===== src/rtl/conv_window_gen_pkg.sv =====
// Shared widths, lane types and lane-slice helpers for packed 3-row buses.
// Used by the window generator, the MAC bench and the column packers.
package conv_window_gen_pkg;

  localparam int PIX_W = 8;
  localparam int WGT_W = 4;
  localparam int IDX_W = 16;
  localparam int ROWS  = 3;

  typedef logic [PIX_W-1:0]      pix_t;
  typedef logic [WGT_W-1:0]      wgt_t;
  typedef logic [ROWS*PIX_W-1:0] img_bus_t;
  typedef logic [ROWS*WGT_W-1:0] wgt_bus_t;
  typedef logic [IDX_W-1:0]      idx_t;

  typedef struct packed {
    wgt_t wgt;
    pix_t pix;
  } lane_t;

  // One row of the window: oldest, middle, newest column.
  typedef struct packed {
    lane_t old_c;
    lane_t mid_c;
    lane_t new_c;
  } row_win_t;

  // Row r lives in lane r; row 1 (r=0) is the low lane.
  function automatic pix_t img_lane(
    input img_bus_t b,
    input int       r
  );
    return b[r*PIX_W +: PIX_W];
  endfunction

  function automatic wgt_t wgt_lane(
    input wgt_bus_t b,
    input int       r
  );
    return b[r*WGT_W +: WGT_W];
  endfunction

endpackage


===== src/rtl/conv_window_gen_if.sv =====
// Column stream into the window generator: valid/ready plus frame tag.
// master drives i_valid/i_last/i_img/i_wgt, slave returns o_ready.
interface conv_window_gen_if;
  import conv_window_gen_pkg::*;

  logic     i_valid;
  logic     o_ready;
  logic     i_last;
  img_bus_t i_img;
  wgt_bus_t i_wgt;

  modport master (
    output i_valid,
    output i_last,
    output i_img,
    output i_wgt,
    input  o_ready
  );

  modport slave (
    input  i_valid,
    input  i_last,
    input  i_img,
    input  i_wgt,
    output o_ready
  );

endinterface


===== src/rtl/conv_window_gen_row.sv =====
// win_row_shift: 3-deep shift of pixel+weight lanes for one window row.
// Ports: clk, i_rst (sync), i_en (shift), i_d (new lane), o_win (3 columns).
module win_row_shift
  import conv_window_gen_pkg::*;
(
  input  logic     clk,
  input  logic     i_rst,
  input  logic     i_en,
  input  lane_t    i_d,
  output row_win_t o_win
);

  always_ff @(posedge clk) begin
    if (i_rst) begin
      o_win <= '0;
    end else if (i_en) begin
      o_win.old_c <= o_win.mid_c;
      o_win.mid_c <= o_win.new_c;
      o_win.new_c <= i_d;
    end
  end

endmodule


===== src/rtl/conv_window_gen.sv =====
// conv_window_gen: builds 3x3 pixel/weight windows from a column stream.
// Ports: clk, i_rst, col (slave stream), i_stall, o_im1..9, o_ker1..9,
// o_valid, o_win_idx, o_frame_done, o_short.
module conv_window_gen
  import conv_window_gen_pkg::*;
(
  input  logic   clk,
  input  logic   i_rst,
  conv_window_gen_if.slave col,
  input  logic   i_stall,
  output pix_t   o_im1,
  output pix_t   o_im2,
  output pix_t   o_im3,
  output pix_t   o_im4,
  output pix_t   o_im5,
  output pix_t   o_im6,
  output pix_t   o_im7,
  output pix_t   o_im8,
  output pix_t   o_im9,
  output wgt_t   o_ker1,
  output wgt_t   o_ker2,
  output wgt_t   o_ker3,
  output wgt_t   o_ker4,
  output wgt_t   o_ker5,
  output wgt_t   o_ker6,
  output wgt_t   o_ker7,
  output wgt_t   o_ker8,
  output wgt_t   o_ker9,
  output logic   o_valid,
  output idx_t   o_win_idx,
  output logic   o_frame_done,
  output logic   o_short
);

  logic       accept;
  logic [1:0] col_cnt;
  logic       have_two;
  row_win_t   win [ROWS];

  assign col.o_ready = ~i_stall;
  assign accept      = col.i_valid & ~i_stall;
  assign have_two    = col_cnt[1];

  for (genvar r = 0; r < ROWS; r++) begin : g_row
    lane_t lane_d;

    assign lane_d.pix = img_lane(col.i_img, r);
    assign lane_d.wgt = wgt_lane(col.i_wgt, r);

    win_row_shift u_row (
      .clk   (clk),
      .i_rst (i_rst),
      .i_en  (accept),
      .i_d   (lane_d),
      .o_win (win[r])
    );
  end

  assign o_im1  = win[0].old_c.pix;
  assign o_im2  = win[0].mid_c.pix;
  assign o_im3  = win[0].new_c.pix;
  assign o_im4  = win[1].old_c.pix;
  assign o_im5  = win[1].mid_c.pix;
  assign o_im6  = win[1].new_c.pix;
  assign o_im7  = win[2].old_c.pix;
  assign o_im8  = win[2].mid_c.pix;
  assign o_im9  = win[2].new_c.pix;
  assign o_ker1 = win[0].old_c.wgt;
  assign o_ker2 = win[0].mid_c.wgt;
  assign o_ker3 = win[0].new_c.wgt;
  assign o_ker4 = win[1].old_c.wgt;
  assign o_ker5 = win[1].mid_c.wgt;
  assign o_ker6 = win[1].new_c.wgt;
  assign o_ker7 = win[2].old_c.wgt;
  assign o_ker8 = win[2].mid_c.wgt;
  assign o_ker9 = win[2].new_c.wgt;

  // A presented window is consumed on the first unstalled cycle;
  // the index then steps, or restarts if that window closed its frame.
  always_ff @(posedge clk) begin
    if (i_rst) begin
      col_cnt      <= '0;
      o_valid      <= 1'b0;
      o_win_idx    <= '0;
      o_frame_done <= 1'b0;
      o_short      <= 1'b0;
    end else if (!i_stall) begin
      o_valid      <= accept & have_two;
      o_frame_done <= accept & col.i_last & have_two;
      o_short      <= accept & col.i_last & ~have_two;
      if (o_valid) begin
        o_win_idx <= o_frame_done ? '0 : o_win_idx + 1'b1;
      end
      if (accept) begin
        if (col.i_last)
          col_cnt <= 2'd0;
        else if (col_cnt != 2'd3)
          col_cnt <= col_cnt + 2'd1;
      end
    end
  end

endmodule


===== src/flat_wrapper.sv =====
// flat-port wrapper written by rule: the top's interface ports become plain ports
module conv_window_gen_flat import conv_window_gen_pkg::*;
  (clk, i_rst, i_stall, o_im1, o_im2, o_im3, o_im4, o_im5, o_im6, o_im7, o_im8, o_im9, o_ker1, o_ker2, o_ker3, o_ker4, o_ker5, o_ker6, o_ker7, o_ker8, o_ker9, o_valid, o_win_idx, o_frame_done, o_short, col_i_valid, col_i_last, col_i_img, col_i_wgt, col_o_ready);
  conv_window_gen_if col_i ();
  input  logic clk;
  input  logic i_rst;
  input  logic i_stall;
  output pix_t o_im1;
  output pix_t o_im2;
  output pix_t o_im3;
  output pix_t o_im4;
  output pix_t o_im5;
  output pix_t o_im6;
  output pix_t o_im7;
  output pix_t o_im8;
  output pix_t o_im9;
  output wgt_t o_ker1;
  output wgt_t o_ker2;
  output wgt_t o_ker3;
  output wgt_t o_ker4;
  output wgt_t o_ker5;
  output wgt_t o_ker6;
  output wgt_t o_ker7;
  output wgt_t o_ker8;
  output wgt_t o_ker9;
  output logic o_valid;
  output idx_t o_win_idx;
  output logic o_frame_done;
  output logic o_short;
  input wire logic [$bits(col_i.i_valid)-1:0] col_i_valid;
  input wire logic [$bits(col_i.i_last)-1:0] col_i_last;
  input wire logic [$bits(col_i.i_img)-1:0] col_i_img;
  input wire logic [$bits(col_i.i_wgt)-1:0] col_i_wgt;
  output wire logic [$bits(col_i.o_ready)-1:0] col_o_ready;
  assign col_i.i_valid = col_i_valid;
  assign col_i.i_last = col_i_last;
  assign col_i.i_img = col_i_img;
  assign col_i.i_wgt = col_i_wgt;
  assign col_o_ready = col_i.o_ready;
  conv_window_gen u_core (.clk(clk), .i_rst(i_rst), .col(col_i), .i_stall(i_stall), .o_im1(o_im1), .o_im2(o_im2), .o_im3(o_im3), .o_im4(o_im4), .o_im5(o_im5), .o_im6(o_im6), .o_im7(o_im7), .o_im8(o_im8), .o_im9(o_im9), .o_ker1(o_ker1), .o_ker2(o_ker2), .o_ker3(o_ker3), .o_ker4(o_ker4), .o_ker5(o_ker5), .o_ker6(o_ker6), .o_ker7(o_ker7), .o_ker8(o_ker8), .o_ker9(o_ker9), .o_valid(o_valid), .o_win_idx(o_win_idx), .o_frame_done(o_frame_done), .o_short(o_short));
endmodule

===== config.mk =====
export PLATFORM = sky130hd
export DESIGN_NAME = conv_window_gen_flat
export DESIGN_NICKNAME = d
export VERILOG_FILES = /design/src/rtl/conv_window_gen_pkg.sv /design/src/rtl/conv_window_gen_if.sv /design/src/rtl/conv_window_gen_row.sv /design/src/rtl/conv_window_gen.sv /design/src/flat_wrapper.sv
export SDC_FILE = /design/constraint.sdc
export NUM_CORES = 1
export LEC_CHECK = 0
export ABC_CLOCK_PERIOD_IN_PS = 1690
export BUFFER_PORTS_ARGS = -buffer_cell sky130_fd_sc_hd__clkbuf_2
export CAP_MARGIN = 10
export CELL_PAD_IN_SITES_DETAIL_PLACEMENT = 2
export CELL_PAD_IN_SITES_GLOBAL_PLACEMENT = 2
export CORE_MARGIN = 10
export CORE_UTILIZATION = 27
export CTS_CLUSTER_DIAMETER = 150
export DETAILED_ROUTE_END_ITERATION = 10
export HOLD_SLACK_MARGIN = 0.12
export PLACE_DENSITY_LB_ADDON = 0.1
export SYNTH_ARGS = -nofsm -noshare
export SYNTH_HDL_FRONTEND = slang
export SYNTH_SLANG_ARGS = --single-unit

===== constraint.sdc =====
create_clock -name clk -period 1.69 [get_ports clk]
set_clock_uncertainty 0.05 [all_clocks]
set_input_delay 0.2535 -clock clk [delete_from_list [all_inputs] [get_ports clk]]
set_output_delay 0.2535 -clock clk [all_outputs]
set_load 0.02 [all_outputs]

==> results of run 1 <==
-- cells in the mapped netlist, types with 2 or more instances --
master,instances,area share
xor2_1,5,0.0094
nor4_1,3,0.0040
o21ai_0,2,0.0021
dfxtp_1,129,0.55
nor2b_1,3,0.0040
nand2_1,221,0.18
xnor2_1,7,0.013
mux2i_1,2,0.0043
nor3_1,3,0.0032
a21oi_1,111,0.12
nand3_1,4,0.0043
buf_6,2,0.0048
buf_2,14,0.015
a32oi_1,2,0.0038
nand4_1,4,0.0054
ha_1,2,0.0054
buf_1,9,0.0072
inv_1,3,0.0024
clkbuf_1,13,0.010
nor2_1,20,0.016
a22oi_1,2,0.0032
-- report_power, final --
group | internal [W] | switching [W] | total [W] | leakage [nW]
registers | 0.00310 | 0.0000484 | 0.00315 | 1.05
logic | 0.000209 | 0.000325 | 0.000534 | 1.47
clock network | 0.00292 | 0.00135 | 0.00427 | 0.336
-- cell usage in the layout, fill, tap and decap left out, types with 3 or more instances in the layout --
cell and instances:
buf_12 7, dfxtp_1 127, clkbuf_16 17, clkbuf_2 167
nor3_1 3, xor2_1 5, buf_4 8, a21oi_1 111
nand4_1 4, xnor2_1 7, dlygate4sd3_1 36, bufinv_16 6
nor4_1 3, nor2_1 20, nand2_1 221, inv_1 3
clkinv_2 3, clkbuf_8 4, nand3_1 4
-- metal layers --
| layer | GRT usage | vias to the layer above |
|---|---|---|
| met5 | 0 | - |
| met4 | 0.06112 | 0 |
| met3 | 0.05847 | 20 |
| met2 | 0.2675 | 108 |
| met1 | 0.1633 | 2258 |
| li1 | - | 2274 |
-- state kept, by name, summed over array words and instances, names as in the netlist --
register	flops
u_core.col_cnt	2
u_core.g_row.u_row.o_win	108
u_core.o_frame_done	1
u_core.o_short	1
u_core.o_valid	1
u_core.o_win_idx	16
-- worst register-to-register path, cell delays in order (launching register included) --
cell	delay [ns]
dfxtp_1	0.42
nand3b_2	0.21
nor3_4	0.24
or3b_1	0.38
a21oi_1	0.15
-- cell type report --
| cell class | instances | area, um^2 |
|---|---|---|
| inverter | 3 | 11.26 |
| timing repair buffer | 218 | 1396 |
| antenna | 1 | 2.502 |
| sequential | 129 | 2585 |
| tap | 220 | 275.3 |
| multi-input combinational | 404 | 1898 |
| fill | 1937 | 9905 |
| clock inverter | 10 | 202.7 |
| clock buffer | 22 | 484.2 |
-- worst paths after layout --
kind                                    from                         endpoint  slack (ns)
max                           u_core.o_valid             u_core.o_win_idx[13]        0.17
min                               col_i_last              u_core.o_frame_done        0.13
max reg2reg                   u_core.o_valid             u_core.o_win_idx[13]        0.17
min reg2reg  u_core.g_row[1].u_row.o_win[34]  u_core.g_row[1].u_row.o_win[34]        0.40
-- cell families after synthesis --
group,Yosys count,share of synthesized area
simple gates,268,0.2382
fa+ha+maj,2,0.005370
buf+inv,42,0.04162
mux,2,0.004297
flops,129,0.5542
xor+xnor,12,0.02256
compound gates,120,0.1337
-- stage by stage --
| stage | hold slack (ns) | cells | setup WS [ns] | area (um^2) | power (W) |
|---|---|---|---|---|---|
| final | 0.1254 | 1007 | 0.1731 | 6855 | 0.007958 |
| after global placement | 0.3905 | 938 | 0.2092 | 5803 | 0.003679 |
| after global routing | 0.1621 | 1006 | 0.03722 | 6853 | 0.008267 |
| after CTS | 0.1221 | 1006 | 0.1216 | 6850 | 0.008065 |
| after detailed placement | 0.4004 | 938 | 0.1413 | 5803 | 0.003695 |
| after floorplan | 0.3395 | 575 | 0.1342 | 4659 | 0.003470 |
-- what timing repair did --
action / in CTS / in global routing
hold buffers: 36 / 0
setup endpoints to repair: 0 / 1
resized for setup: 0 / 2
setup buffers: 0 / 0
endpoints found under the hold margin: 36 / 0
==> results.md, run 1 <==
- Status: complete, no violations
- Via density: 4.628
- Fin crit period: 1.517 ns
- Power Dens Cells: 1161 mW/mm^2
- CTS Buf Count: 17
- Final core utilization: 0.4090
- #FFs+latches synth: 129
- Synthesis Warnings: 0
- Die Footprint: 0.02291 mm^2
- Post-synthesis cell count: 575
- Avg Synthesized Cell Area: 8.103 um^2
- Met2 WL post-DR: 8877 um
- FFs w/ async S/R, synth: 0
- Nets: 816
- Number of global-route vias before repair: 5164
- Worst path required time: 1.98 ns
- Clock latency on the worst-skew pair: 0.41 ns
- Met3 routed WL: 1396 um
- Fin crit share: 0.8976
- Peak VDD IR: 0.0007263 V
- Final WL: 17430 um
- CP max-delay cell: dfxtp_1
- CTS clock-pin slew for the worst setup and hold paths: 0.05 ns
- CP Class: flip-flop to flip-flop
- DRT Pass-1 Iters: 4
- Post-Syn Area: 0.004659 mm^2
- Die height: 151.4 um
- GRT Util Overall: 0.1534
- Clock Sinks: 129
- Total gr overflow: 0
- Leakage: 2.847 nW
- Area growth from synthesis to layout: 47.13%
- Cell variety after synth: 35
- Antenna violations before repair: 0
- Max clock buf depth: 2
- Number of setup violations in the final report: 0
- Initial Utilization: 0.2780
- Worst Path Max Fanout: 7
- Vias: 4660
- CP bufs+invs: 0
- Worst path cell trace: nand3b_2, nor3_4, or3b_1, a21oi_1
- RSZ-0062 raised after global routing: no
- Wl on met1: 6867 um
- H-tree levels: 4
- R2R depth: 4
- First-pass GRT wire length: 27870 um
- Delay-heaviest family, CP: simple AND/OR/NAND/NOR gates
- Seq/Total Area, Yosys: 0.5542
- Startpoint class of the critical path: flip-flop
- Crit. End Element: flip-flop
- Max Cap Violations: 0
- Peak Freq: 0.6592 GHz
- Worst Hold Depth: 3
- Proportion of layout cells with a drive suffix above 1: 0.2824
- Worst min path class: primary input to flip-flop
- Final Slew Violations: 0
- Clock tree from TritonCTS: built
- Levels on crit path: 4
- CTS root buffer: clkbuf_16
- Max_slew headroom: 0.7563
- Slew at the pin closest to its max-slew limit: 0.3609 ns
- Post-route ant nets: 0
- Crit path DAT: 1.81 ns
- Total core area: 0.01676 mm^2
- Syn_nets: 618
- Largest net degree at the start of global routing: 64
- Total Neg Setup Slack: 0 ns
- Number of synthesized flops with an enable pin: 0
- Dpl hpwl: 12030 um
- Predominant post-synthesis flop cell: dfxtp_1
- I/O Buffers: 168
- Final hold vios: 0
- # rows: 47
- # IOs: 169
- Die width: 151.4 um
- DRC Markers: 0
- Initial DRC count: 110
- Gp weighted congestion: 0.7578
- Max stage delay on crit path: 0.42 ns
- DR WL/cell: 17.31 um
- Highest metal used: met4
Power figures use the tool's default switching activity.
==> inputs of run 2 (changes only) <==
- ABC_AREA: unset -> 1
==> run 2 against run 1 <==
Effect of this change:
- cell area is 0.29% higher
- worst setup slack better by 0.016 ns
- sequential cell count stayed put
- combinational power is 81% higher
- synthesized area increased by 6.1%
- die area increased by 5.3%
- global-route usage shrank 0.33 points
- critical path depth rose by 3
- register-to-register slack better by 0.02 ns
- wire length rose by 3.1%
==> results.md, run 2 <==
- First-pass GRT wire length: 29210 um
- Fillers: 2082
- Top cell type's share of synthesized area: 0.5221
- Count leader, synth: nor2_1
- Peak Freq: 0.6665 GHz
- Max_slew headroom: 0.6927
- Total Neg Setup Slack: 0 ns
- Syn_nets: 675
- CP max-delay cell: dfxtp_1
- Number of global-route vias before repair: 5341
- Synth area leader: dfxtp_1
- Nets: 879
- Top area cells in the synthesized netlist: dfxtp_1 52%, nor2_1 19%, o21ai_1 9.4%
- # rows: 49
- DRT Pass-1 Iters: 4
- Fin crit share: 0.8878
- CP dominant cell by count: nand2_1
- Worst path required time: 2.01 ns
- Status: complete, no violations
- Final core utilization: 0.3827
- GRT Util Overall: 0.1501
- Final WL: 17970 um
- Vias: 4881
- Sw Pwr: 0.002168 W
- Worst min path class: primary input to flip-flop
- Most frequent cells in the layout: 249 x nor2_1, 168 x clkbuf_2, 129 x dfxtp_1, 93 x o21ai_1, 41 x nand2_1
- Sw Ratio: 0.2733
- Leakage: 3.112 nW
- Post-synthesis cell count: 632
- Slew at the pin closest to its max-slew limit: 0.4610 ns
- Gp weighted congestion: 0.7218
- DRC Markers: 0
- Via density: 4.519
- Seq/Total Area, Yosys: 0.5221
- DR WL/cell: 16.64 um
- Power Dens Cells: 1153 mW/mm^2
- Clock latency on the worst-skew pair: 0.42 ns
- Initial DRC count: 115
- Max clock buf depth: 2
- Biggest regs: u_core.g_row.u_row.o_win x108, u_core.o_win_idx x16, u_core.col_cnt x2
- I/O Buffers: 168
- Dpl hpwl: 13040 um
- Max reg flops: 108
- Crit path DAT: 1.82 ns
- CTS clock-pin slew for the worst setup and hold paths: 0.06 ns
- Combinational power share: 0.122
- Post-Syn Area: 0.004946 mm^2
- Fin crit period: 1.500 ns
- # Post-CTS Setup Buffers: 0
- Peak VDD IR: 0.0007121 V
- Predominant post-synthesis flop cell: dfxtp_1
- Top cells by count, synth: 249 x nor2_1, 129 x dfxtp_1, 93 x o21ai_1
- Total gr overflow: 0
- Final Slew Violations: 0
- Cts repair resizes: 0
- CTS root buffer: clkbuf_16
- Die height: 155.3 um
- Antenna violations before repair: 2
- Reg with most FFs: u_core.g_row.u_row.o_win
- Number of setup violations in the final report: 0
- Area of the multi-input gates: 0.001951 mm^2
- Clock tree from TritonCTS: built
- Worst Path Max Fanout: 3
- RSZ-0062 raised after global routing: no
- FFs w/ async S/R, synth: 0
- H-tree levels: 4
- #FFs+latches synth: 129
- CP bufs+invs: 0
- Clock Sinks: 129
- Delay-heaviest family, CP: simple AND/OR/NAND/NOR gates
- Sequential share of power: 0.421
- Post-route ant nets: 0
- Largest net degree at the start of global routing: 51
- Crit. End Element: flip-flop
- # IOs: 169
- Cell variety after synth: 28
- Worst path cell trace: ha_1, nand2_1, nor2_1, nand4_1, nand2_1, nand2_1, nor2_1
- Worst reg2reg setup slack: 0.19 ns
- CTS Buf Count: 17
- Die width: 155.3 um
- Clock share of power: 0.456
- Startpoint class of the critical path: flip-flop
- Number of synthesized flops with an enable pin: 0
- Internal Power: 0.005763 W
- Area growth from synthesis to layout: 39.01%
- Die Footprint: 0.02413 mm^2
- CP Class: flip-flop to flip-flop
- Synthesis Warnings: 0
- Commonest non-fill, non-tap cell in the layout: nor2_1
- Total core area: 0.01796 mm^2
- Final hold vios: 0
- Proportion of layout cells with a drive suffix above 1: 0.2709
- Avg Synthesized Cell Area: 7.826 um^2
- Max Cap Violations: 0
- FF+latch area: 0.002582 mm^2
- Initial Utilization: 0.2753
- CTS Hold Bufs: 40
- Max stage delay on crit path: 0.34 ns
[run 2: kinds of logic (layout without fill, tap and decap cells)]
family,count (synthesis),in the layout,share of synthesized area
AOI/OAI and AO/OA,122,122,0.1288
buffers and inverters,63,280,0.08348
other,0,2,0
and+or+nand+nor,313,313,0.2553
DFF,129,129,0.5221
xor gates and xnor gates,3,3,0.005313
adders and majority gates,2,2,0.005059
[run 2: path summary, 6_finish.rpt]
path                               end  depth (start not counted)           startpoint
setup / recovery  u_core.o_win_idx[12]                          7  u_core.o_win_idx[0]
hold / removal     u_core.o_win_idx[2]                          4              i_stall
setup reg to reg  u_core.o_win_idx[12]                          7  u_core.o_win_idx[0]
hold reg to reg         u_core.o_short                          2       u_core.o_short
[run 2: through the flow]
step / total power [W] / hold WS, ns / cells / instance area (um^2) / setup WS, ns
3_3_place_gp: 0.004285 / 0.4067 / 1006 / 5891 / 0.2502
4_1_cts: 0.008064 / 0.1532 / 1078 / 6870 / 0.1563
2_1_floorplan: 0.003976 / 0.2726 / 632 / 4946 / 0.3027
5_1_grt: 0.008347 / 0.1828 / 1080 / 6875 / 0.008958
3_5_place_dp: 0.004324 / 0.4223 / 1006 / 5891 / 0.1277
6_report: 0.007931 / 0.1680 / 1080 / 6875 / 0.1896
[run 2: cell type report]
type	count	share of cell area
flip-flops and latches	129	0.3756
multi-input cells	440	0.2837
repair buffers	222	0.1995
clock buffers	18	0.06388
well taps	229	0.04167
clock inverters	14	0.02038
inverters	26	0.01456
diodes	2	0.0007279
[run 2: worst min-delay path, delay by kind of cell]
kind	cells	cell delay, ns
buffers and inverters	1	0.13
AND/OR/NAND/NOR	2	0.15
AO/OA/AOI/OAI	1	0.05
[run 2: power by group through the flow]
stage | sequential [W] | clock (W) | combinational, W
finish | 0.00334 | 0.00362 | 0.000968
global route | 0.00337 | 0.00390 | 0.00108
CTS | 0.00335 | 0.00373 | 0.000989
detailed placement | 0.00341 | 0 | 0.000911
global placement | 0.00340 | 0 | 0.000882
floorplan | 0.00357 | 0 | 0.000402
[run 2: metal layers]
layer / part of all wire / up-vias / global-route usage
met5: 0 / - / 0
met4: 0.015 / 0 / 0.04947
met3: 0.070 / 24 / 0.05652
met2: 0.49 / 114 / 0.2495
met1: 0.43 / 2316 / 0.1738
li1: - / 2427 / -
